<file path="src/rtl/mag_search_if.sv">
// Bundle between the search controller and its surroundings: the start/done
// handshake, the reported outcome, and the trial/flag pair shared with mag_comp.
interface mag_search_if #(parameter int WIDTH = 4);
    logic             start;
    logic [WIDTH-1:0] guess;
    logic             cmp_gt;
    logic             cmp_lt;
    logic             cmp_eq;
    logic             busy;
    logic             done;
    logic [WIDTH-1:0] result;
    logic             found;
    logic             err;

    modport master (
        input  start, cmp_gt, cmp_lt, cmp_eq,
        output guess, busy, done, result, found, err
    );

    modport slave (
        output start, cmp_gt, cmp_lt, cmp_eq,
        input  guess, busy, done, result, found, err
    );
endinterface

</file>
<file path="src/rtl/mag_search.sv">
// Successive-approximation search: probes a combinational magnitude comparator
// MSB first to recover its B operand, then reports value, match and fault flags.
module mag_search #(
    parameter int WIDTH = 4
) (
    input  logic         clk,
    input  logic         rst_n,
    mag_search_if.master bus
);

    localparam int K_W = (WIDTH > 1) ? $clog2(WIDTH) : 1;

    localparam logic [1:0] IDLE   = 2'd0;
    localparam logic [1:0] SEARCH = 2'd1;
    localparam logic [1:0] CHECK  = 2'd2;
    localparam logic [1:0] DONE   = 2'd3;

    logic [1:0]       state;
    logic [K_W-1:0]   k;
    logic [WIDTH-1:0] acc;
    logic [WIDTH-1:0] guess_q;
    logic [WIDTH-1:0] result_q;
    logic             found_q;
    logic             err_q;

    logic             flags_ok;
    logic [WIDTH-1:0] acc_next;
    logic [WIDTH-1:0] probe_bit;

    // A healthy comparator asserts exactly one of gt/lt/eq for any guess.
    always_comb begin
        flags_ok  = ({bus.cmp_gt, bus.cmp_lt, bus.cmp_eq} == 3'b100) ||
                    ({bus.cmp_gt, bus.cmp_lt, bus.cmp_eq} == 3'b010) ||
                    ({bus.cmp_gt, bus.cmp_lt, bus.cmp_eq} == 3'b001);
        acc_next  = bus.cmp_lt ? guess_q : acc;
        probe_bit = WIDTH'(1) << (k - K_W'(1));
    end

    always_ff @(posedge clk) begin
        if (!rst_n) begin
            state    <= IDLE;
            k        <= '0;
            acc      <= '0;
            guess_q  <= '0;
            result_q <= '0;
            found_q  <= 1'b0;
            err_q    <= 1'b0;
        end else begin
            case (state)
                IDLE: begin
                    if (bus.start) begin
                        state    <= SEARCH;
                        k        <= K_W'(WIDTH - 1);
                        acc      <= '0;
                        guess_q  <= WIDTH'(1) << (WIDTH - 1);
                        result_q <= '0;
                        found_q  <= 1'b0;
                        err_q    <= 1'b0;
                    end
                end
                SEARCH: begin
                    if (!flags_ok) begin
                        err_q    <= 1'b1;
                        found_q  <= 1'b0;
                        result_q <= '0;
                        state    <= DONE;
                    end else if (bus.cmp_eq) begin
                        result_q <= guess_q;
                        found_q  <= 1'b1;
                        state    <= DONE;
                    end else begin
                        acc <= acc_next;
                        if (k != '0) begin
                            k       <= k - K_W'(1);
                            guess_q <= acc_next | probe_bit;
                        end else begin
                            // All bits decided without a match; confirm the final value once.
                            guess_q <= acc_next;
                            state   <= CHECK;
                        end
                    end
                end
                CHECK: begin
                    if (!flags_ok) begin
                        err_q    <= 1'b1;
                        found_q  <= 1'b0;
                        result_q <= '0;
                    end else begin
                        result_q <= guess_q;
                        found_q  <= bus.cmp_eq;
                    end
                    state <= DONE;
                end
                DONE: begin
                    state <= IDLE;
                end
                default: begin
                    state <= IDLE;
                end
            endcase
        end
    end

    assign bus.guess  = guess_q;
    assign bus.busy   = (state == SEARCH) || (state == CHECK);
    assign bus.done   = (state == DONE);
    assign bus.result = result_q;
    assign bus.found  = found_q;
    assign bus.err    = err_q;

endmodule

</file>
<file path="src/flat_wrapper.sv">
// flat-port wrapper written by rule: the top's interface ports become plain ports
module mag_search_flat 
#(
    parameter int WIDTH = 4
)
  (clk, rst_n, bus_start, bus_cmp_gt, bus_cmp_lt, bus_cmp_eq, bus_guess, bus_busy, bus_done, bus_result, bus_found, bus_err);
  mag_search_if #(.WIDTH(WIDTH)) bus_i ();
  input  logic clk;
  input  logic rst_n;
  input wire logic [$bits(bus_i.start)-1:0] bus_start;
  input wire logic [$bits(bus_i.cmp_gt)-1:0] bus_cmp_gt;
  input wire logic [$bits(bus_i.cmp_lt)-1:0] bus_cmp_lt;
  input wire logic [$bits(bus_i.cmp_eq)-1:0] bus_cmp_eq;
  output wire logic [$bits(bus_i.guess)-1:0] bus_guess;
  output wire logic [$bits(bus_i.busy)-1:0] bus_busy;
  output wire logic [$bits(bus_i.done)-1:0] bus_done;
  output wire logic [$bits(bus_i.result)-1:0] bus_result;
  output wire logic [$bits(bus_i.found)-1:0] bus_found;
  output wire logic [$bits(bus_i.err)-1:0] bus_err;
  assign bus_i.start = bus_start;
  assign bus_i.cmp_gt = bus_cmp_gt;
  assign bus_i.cmp_lt = bus_cmp_lt;
  assign bus_i.cmp_eq = bus_cmp_eq;
  assign bus_guess = bus_i.guess;
  assign bus_busy = bus_i.busy;
  assign bus_done = bus_i.done;
  assign bus_result = bus_i.result;
  assign bus_found = bus_i.found;
  assign bus_err = bus_i.err;
  mag_search #(.WIDTH(WIDTH)) u_core (.clk(clk), .rst_n(rst_n), .bus(bus_i));
endmodule
</file>
<file path="config.mk">
export PLATFORM = sky130hd
export DESIGN_NAME = mag_search_flat
export DESIGN_NICKNAME = d
export VERILOG_FILES = /design/src/rtl/mag_search_if.sv /design/src/rtl/mag_search.sv /design/src/flat_wrapper.sv
export SDC_FILE = /design/constraint.sdc
export NUM_CORES = 1
export LEC_CHECK = 0
export ABC_AREA = 0
export ABC_CLOCK_PERIOD_IN_PS = 4100
export BUFFER_PORTS_ARGS = -buffer_cell sky130_fd_sc_hd__buf_2
export CAP_MARGIN = 20
export CELL_PAD_IN_SITES_DETAIL_PLACEMENT = 2
export CELL_PAD_IN_SITES_GLOBAL_PLACEMENT = 2
export CORE_MARGIN = 2
export CORE_UTILIZATION = 35
export DETAILED_ROUTE_END_ITERATION = 12
export GPL_TIMING_DRIVEN = 0
export HOLD_SLACK_MARGIN = 0.1
export PLACE_DENSITY_LB_ADDON = 0.1
export REMOVE_ABC_BUFFERS = 1
export SYNTH_ARGS = -nofsm -noshare
export SYNTH_HDL_FRONTEND = slang
export SYNTH_SLANG_ARGS = --single-unit
</file>
<file path="constraint.sdc">
create_clock -name clk -period 4.1 [get_ports clk]
set_input_delay 0.205 -clock clk [delete_from_list [all_inputs] [get_ports clk]]
set_output_delay 0.205 -clock clk [all_outputs]
set_load 0.05 [all_outputs]
</file>
# Word-level counts from Yosys, hierarchy flattened
# Index checks and enable logic that the tools add are counted.
dict set report totals {
  register_bits 18
  latch_bits 0
  mem_bits_rw 0
  mem_bits_ro 0
  inputBits 6
  out_inout_bits 12
  elab_cells 68
  n_memories 0
}
dict set report classes {
  add_sub_neg 1
  n_mul 0
  div_mod_pow 0
  magnitude_cmp 0
  n_eq_ne 13
  n_shift 1
  n_mux 31
  bitwise 1
  n_reduce_logical 14
}
# cell n
set op_table {}
lappend op_table {{$mux W4} 11}
lappend op_table {{$mux W2} 8}
lappend op_table {{$pmux W4 S2} 2}
lappend op_table {{$pmux W4 S3} 1}
lappend op_table {{$pmux W2 S4} 1}
lappend op_table {{$ne A2 B2 Y1 const B} 3}
lappend op_table {{$reduce_and A3 Y1} 2}
lappend op_table {{$reduce_bool A2 Y1} 3}
lappend op_table {{$mux W1} 5}
lappend op_table {{$reduce_and A5 Y1} 1}
lappend op_table {{$eq A2 B2 Y1 const B} 2}
lappend op_table {{$ne A2 B1 Y1 const B} 2}
lappend op_table {{$ne A4 B4 Y1 const B} 1}
lappend op_table {{$or A4 B4 Y4} 1}
lappend op_table {{$pmux W2 S2} 1}
lappend op_table {{$reduce_and A4 Y1} 1}
lappend op_table {{$shl A1 B2 Y4 const A} 1}
lappend op_table {{$eq A3 B1 Y1 const B} 1}
lappend op_table {{$eq A3 B2 Y1 const B} 1}
lappend op_table {{$eq A3 B3 Y1 const B} 1}
lappend op_table {{$logic_or A1 B1 Y1} 3}
lappend op_table {{$ne A3 B3 Y1 const B} 1}
lappend op_table {{$pmux W1 S3} 1}
lappend op_table {{$reduce_bool A3 Y1} 1}
lappend op_table {{other kinds (6)} 6}

# Logic depth before layout (Yosys ltp)
dict set report depth {
  ltp_word 7
  ltp_mapped 7
  mapped_depth_nobuf 6
}

# Worst setup path before layout
# No wires, ideal clock.
dict set report synth_timing {
  path_type {register to register}
  from {register u_core.state[0]}
  to {register u_core.result_q[0], in the netlist u_core.bus.result[0]}
  setup_ns 0.117
  arrival_time_ns 1.548
  slack_ns 2.435
  path_stages_with_launch 8
  path_buffers 1
  synth_period_minus_slack_ns 1.665
  path_cell_list {dfxtp_1 > inv_1 > ha_1 > nand2b_1 > clkbuf_1 > nand2b_1 > o21a_1 > a22o_1}
}
dict set report synth_via {
  elab_chain_len 3
  word_cells_on_any_way 8
  classes_between {eq/ne: 4; mux: 1; reduce/logical: 3}
}
# item line_no
set synth_lines {}
lappend synth_lines {{start: declaration} mag_search.sv:18} ;# logic [1:0] state;
lappend synth_lines {{start signal: assignment} mag_search.sv:41} ;# state <= IDLE;
lappend synth_lines {{start signal: assignment} mag_search.sv:52} ;# state <= SEARCH;
lappend synth_lines {{start signal: assignment} mag_search.sv:66} ;# state <= DONE;
lappend synth_lines {{$eq A2 B1 Y1 (tied with other cells)} mag_search.sv:49} ;# case (state)
lappend synth_lines {{$ne A3 B3 Y1 (no source line) (tied with other cells)} --}
lappend synth_lines {{$reduce_and A3 Y1 (no source line)} --}
lappend synth_lines {{end signal: assignment} mag_search.sv:68} ;# result_q <= guess_q;
lappend synth_lines {{end signal: assignment} mag_search.sv:89} ;# result_q <= guess_q;
lappend synth_lines {{end: declaration} mag_search.sv:22} ;# logic [WIDTH-1:0] result_q;
# Parallel ways exist; a longest one is shown, timed or not.
# A chain may end at the register's enable or synchronous reset.

# Worst setup path after layout
dict set report layout_timing {
  from {register u_core.state[1]}
  to {register u_core.k[1]}
}
dict set report layout_via {
  elab_chain_len 3
  word_cells_on_any_way 9
  classes_between {eq/ne: 5; mux: 1; reduce/logical: 3}
}
# item line_no
set layout_lines {}
lappend layout_lines {{$eq A2 B1 Y1 / $logic_not A2 Y1 (equally long branches)} mag_search.sv:49}
lappend layout_lines {{$ne A2 B1 Y1 (no source line) (tied with other cells)} --}
lappend layout_lines {{$reduce_and A5 Y1 (no source line)} --}
lappend layout_lines {{end signal: assignment} mag_search.sv:53} ;# k <= K_W'(WIDTH - 1);
lappend layout_lines {{end signal: assignment} mag_search.sv:74} ;# k <= k - K_W'(1);
lappend layout_lines {{end: declaration} mag_search.sv:19} ;# logic [K_W-1:0] k;
# Parallel ways exist; a longest one is shown, timed or not.

==> flow_summary.json <==
{
  "cp_cell_sequence": "inv_1 > ha_1 > nand2b_1 > nor3_1 > nand4_1 > and3_1",
  "synth_top_family_by_area": "compound AO/OA/AOI/OAI gates",
  "drc": 0,
  "place_ws_ns": 2.08,
  "die_height_um": 57.9,
  "cts_tree": "done",
  "period_share_pct": 51.4,
  "totalWireLength_um": 2910,
  "timing.hold.ws_ns": 0.275,
  "grt_usage_pct": 19.5,
  "dp.cells": 157,
  "fin_area_sq_um": 1140,
  "multi_input_area_sq_um": 603,
  "drv_slew": 0,
  "fin_ws_ns": 1.99,
  "slowest_delay_ns": 0.51,
  "p_leak_nw": 0.464,
  "skew_ns": 0.00836,
  "min-delay-path-class": "in -> reg",
  "clk_pin_slew_worst_paths_ns": 0.12,
  "grt_pass1_vias": 1027,
  "wl_met1_um": 1420,
  "setup_viol": 0,
  "regArea_sq_um": 360,
  "synth_cells": 115,
  "hold_path_startpoint": "bus_cmp_gt",
  "grt_max_degree": 21,
  "hpwl_um": 2160,
  "final_util_pct": 41.4,
  "drtAntennaViolNets": 0,
  "fin_cells": 161,
  "clock_path_buffers": 2,
  "critPathBufInv": 1,
  "clkLatencyLatePin_ns": 0.31,
  "wl_per_cell_um": 18.0,
  "drtIter0Drc": 24,
  "fmax_mhz": 475,
  "cts_hold_buf": 0,
  "slew-limit-headroom_pct": 63.0,
  "die_area_sq_um": 3350,
  "viasPerCell": 5.82,
  "antennaDiodeCount": 0,
  "power.density_nw_per_um2": 632,
  "r2r_start": "u_core.state[1]$_SDFFE_PN0P_",
  "vias": 937,
  "clock_sinks": 18,
  "postCtsSetupRepairBufs": 0,
  "start_kind": "flip-flop",
  "p_total_uw": 722,
  "ys_warn_count": 0,
  "worstMarginPinSlew_ns": 0.551,
  "rsz0062_at_grt": "false",
  "cp-startpoint": "u_core.state[1]$_SDFFE_PN0P_",
  "ys_seq_area_share_pct": 35.5,
  "synth_compound_area_share_pct": 26.4,
  "synthXorXnorAreaFrac_pct": 0.862,
  "fin_nets": 144,
  "vdd_drop_max_mv": 0.423,
  "start_util_pct": 36.8,
  "grt-ovfl-total": 0,
  "cts-resized-gates": 0,
  "arrival_ns": 2.31,
  "final_cell_mix": "18 x dfxtp_1, 17 x buf_2, 14 x nand2_1",
  "top_layer": "met4",
  "cpMaxStageDelayCell": "ha_1",
  "io_pins": 18,
  "wl_met3_um": 67,
  "synth_mux_area_share_pct": 3.94,
  "syn-cell-area_sq_um": 1020,
  "cts_root_buf": "clkbuf_4",
  "wl_met2_um": 1380,
  "synthSimpleGateAreaFrac_pct": 19.6,
  "cts_buffers": 3,
  "synth_seq_cells": 18,
  "tns_ns": 0,
  "synth_fa_ha_area_share_pct": 8.62,
  "hold_viol_final": 0,
  "crit_family": "simple AND/OR/NAND/NOR gates",
  "status": "completed",
  "synthToLayoutAreaGrowth_pct": 12.4,
  "synth_area_per_cell_sq_um": 8.83,
  "rows": 19,
  "synth_cell_types": 41,
  "placed_area_sq_um": 1110,
  "place_congestion": 0.740,
  "fp.dieW_um": 57.9,
  "design.core.area_sq_um": 2760,
  "final_common_cell": "dfxtp_1",
  "worst_setup_path_end_kind": "flip-flop",
  "path_class": "reg -> reg",
  "ctsHtreeMaxLevel": 1,
  "cap_violations": 0,
  "antenna_found_initial": 0,
  "grt_pass1_wl_um": 4930,
  "port_buffers": 17,
  "drtPass1Iterations": 2,
  "drive_above_1_share_pct": 21.5,
  "path_max_fanout": 14,
  "layout_min_cycle_time_ns": 2.11,
  "cp_data_required_time_ns": 4.31,
  "num-fill-cells": 318
}
## worst paths after layout
path                                                      end  slack [ns]  cells past startpoint
worst max-delay path                 u_core.k[1]$_SDFFE_PN0P_        1.99                      6
worst max register to register       u_core.k[1]$_SDFFE_PN0P_        1.99                      6
worst min-delay path            u_core.bus.found$_SDFFE_PN0P_        0.28                      3
worst min register to register     u_core.acc[0]$_SDFFE_PN0P_        0.48                      2
## tightest hold or removal path, stage by stage
cell     delay, ns
buf_2         0.15
or3_2         0.14
o41ai_1       0.06
## power by group
group	total, mW	switching (mW)	internal (mW)
Clock	0.117	0.0629	0.0542
Combinational	0.371	0.261	0.109
Sequential	0.235	0.0317	0.203
Total	0.722	0.356	0.367
## logic make-up (layout without fill, tap and decap cells)
family,after synthesis,in the layout
compound gates,36,36
xor+xnor,1,1
mux,4,4
simple gates,38,38
buf+inv,11,26
flops,18,18
fa+ha+maj,7,7
## synth_stat cells (all sizes together)
cell,number,share of area (%)
nand4,2,1.2
and3,1,0.62
o21a,2,1.5
a21oi,6,3.0
nand2,14,5.2
o221a,1,1.1
a22o,4,3.4
mux2i,4,3.9
a211oi,1,0.74
nor3,3,2.6
o41ai,1,0.86
nor2,7,2.6
o21ai,4,2.3
xnor2,1,0.86
o32a,1,0.99
ha,7,8.6
o311ai,1,0.86
nand3,2,0.99
o31ai,1,0.74
dfxtp,18,35
a221oi,1,0.86
nand2b,4,2.5
o221ai,1,0.86
o2111ai,1,0.86
or3,2,1.8
buf,2,1.8
nor2b,2,1.2
o211ai,2,1.5
or3b,1,0.86
inv,5,1.8
a221o,1,0.99
o31a,2,1.8
o22ai,5,3.1
o2bb2ai,1,0.86
clkbuf,4,1.5
## cell type report
cell class                      count  area share [%]
Tap cell                           31            3.40
Clock buffer                        4            3.18
Inverter                            5            1.64
Sequential cell                    18            31.5
Multi-Input combinational cell     86            52.8
Timing Repair Buffer               17            7.45
## state kept, by name, summed over array words and instances, names as in the netlist
signal / flops
u_core.bus.found: 1
u_core.state: 2
u_core.bus.err: 1
u_core.k: 2
u_core.bus.result: 4
u_core.acc: 4
u_core.bus.guess: 4
## per-layer routing
layer,global-route usage (%),up-vias
met5,0,-
met4,6.98,0
met3,2.01,5
met2,32.5,13
met1,26.1,464
li1,-,455
Power figures use the tool's default switching activity.
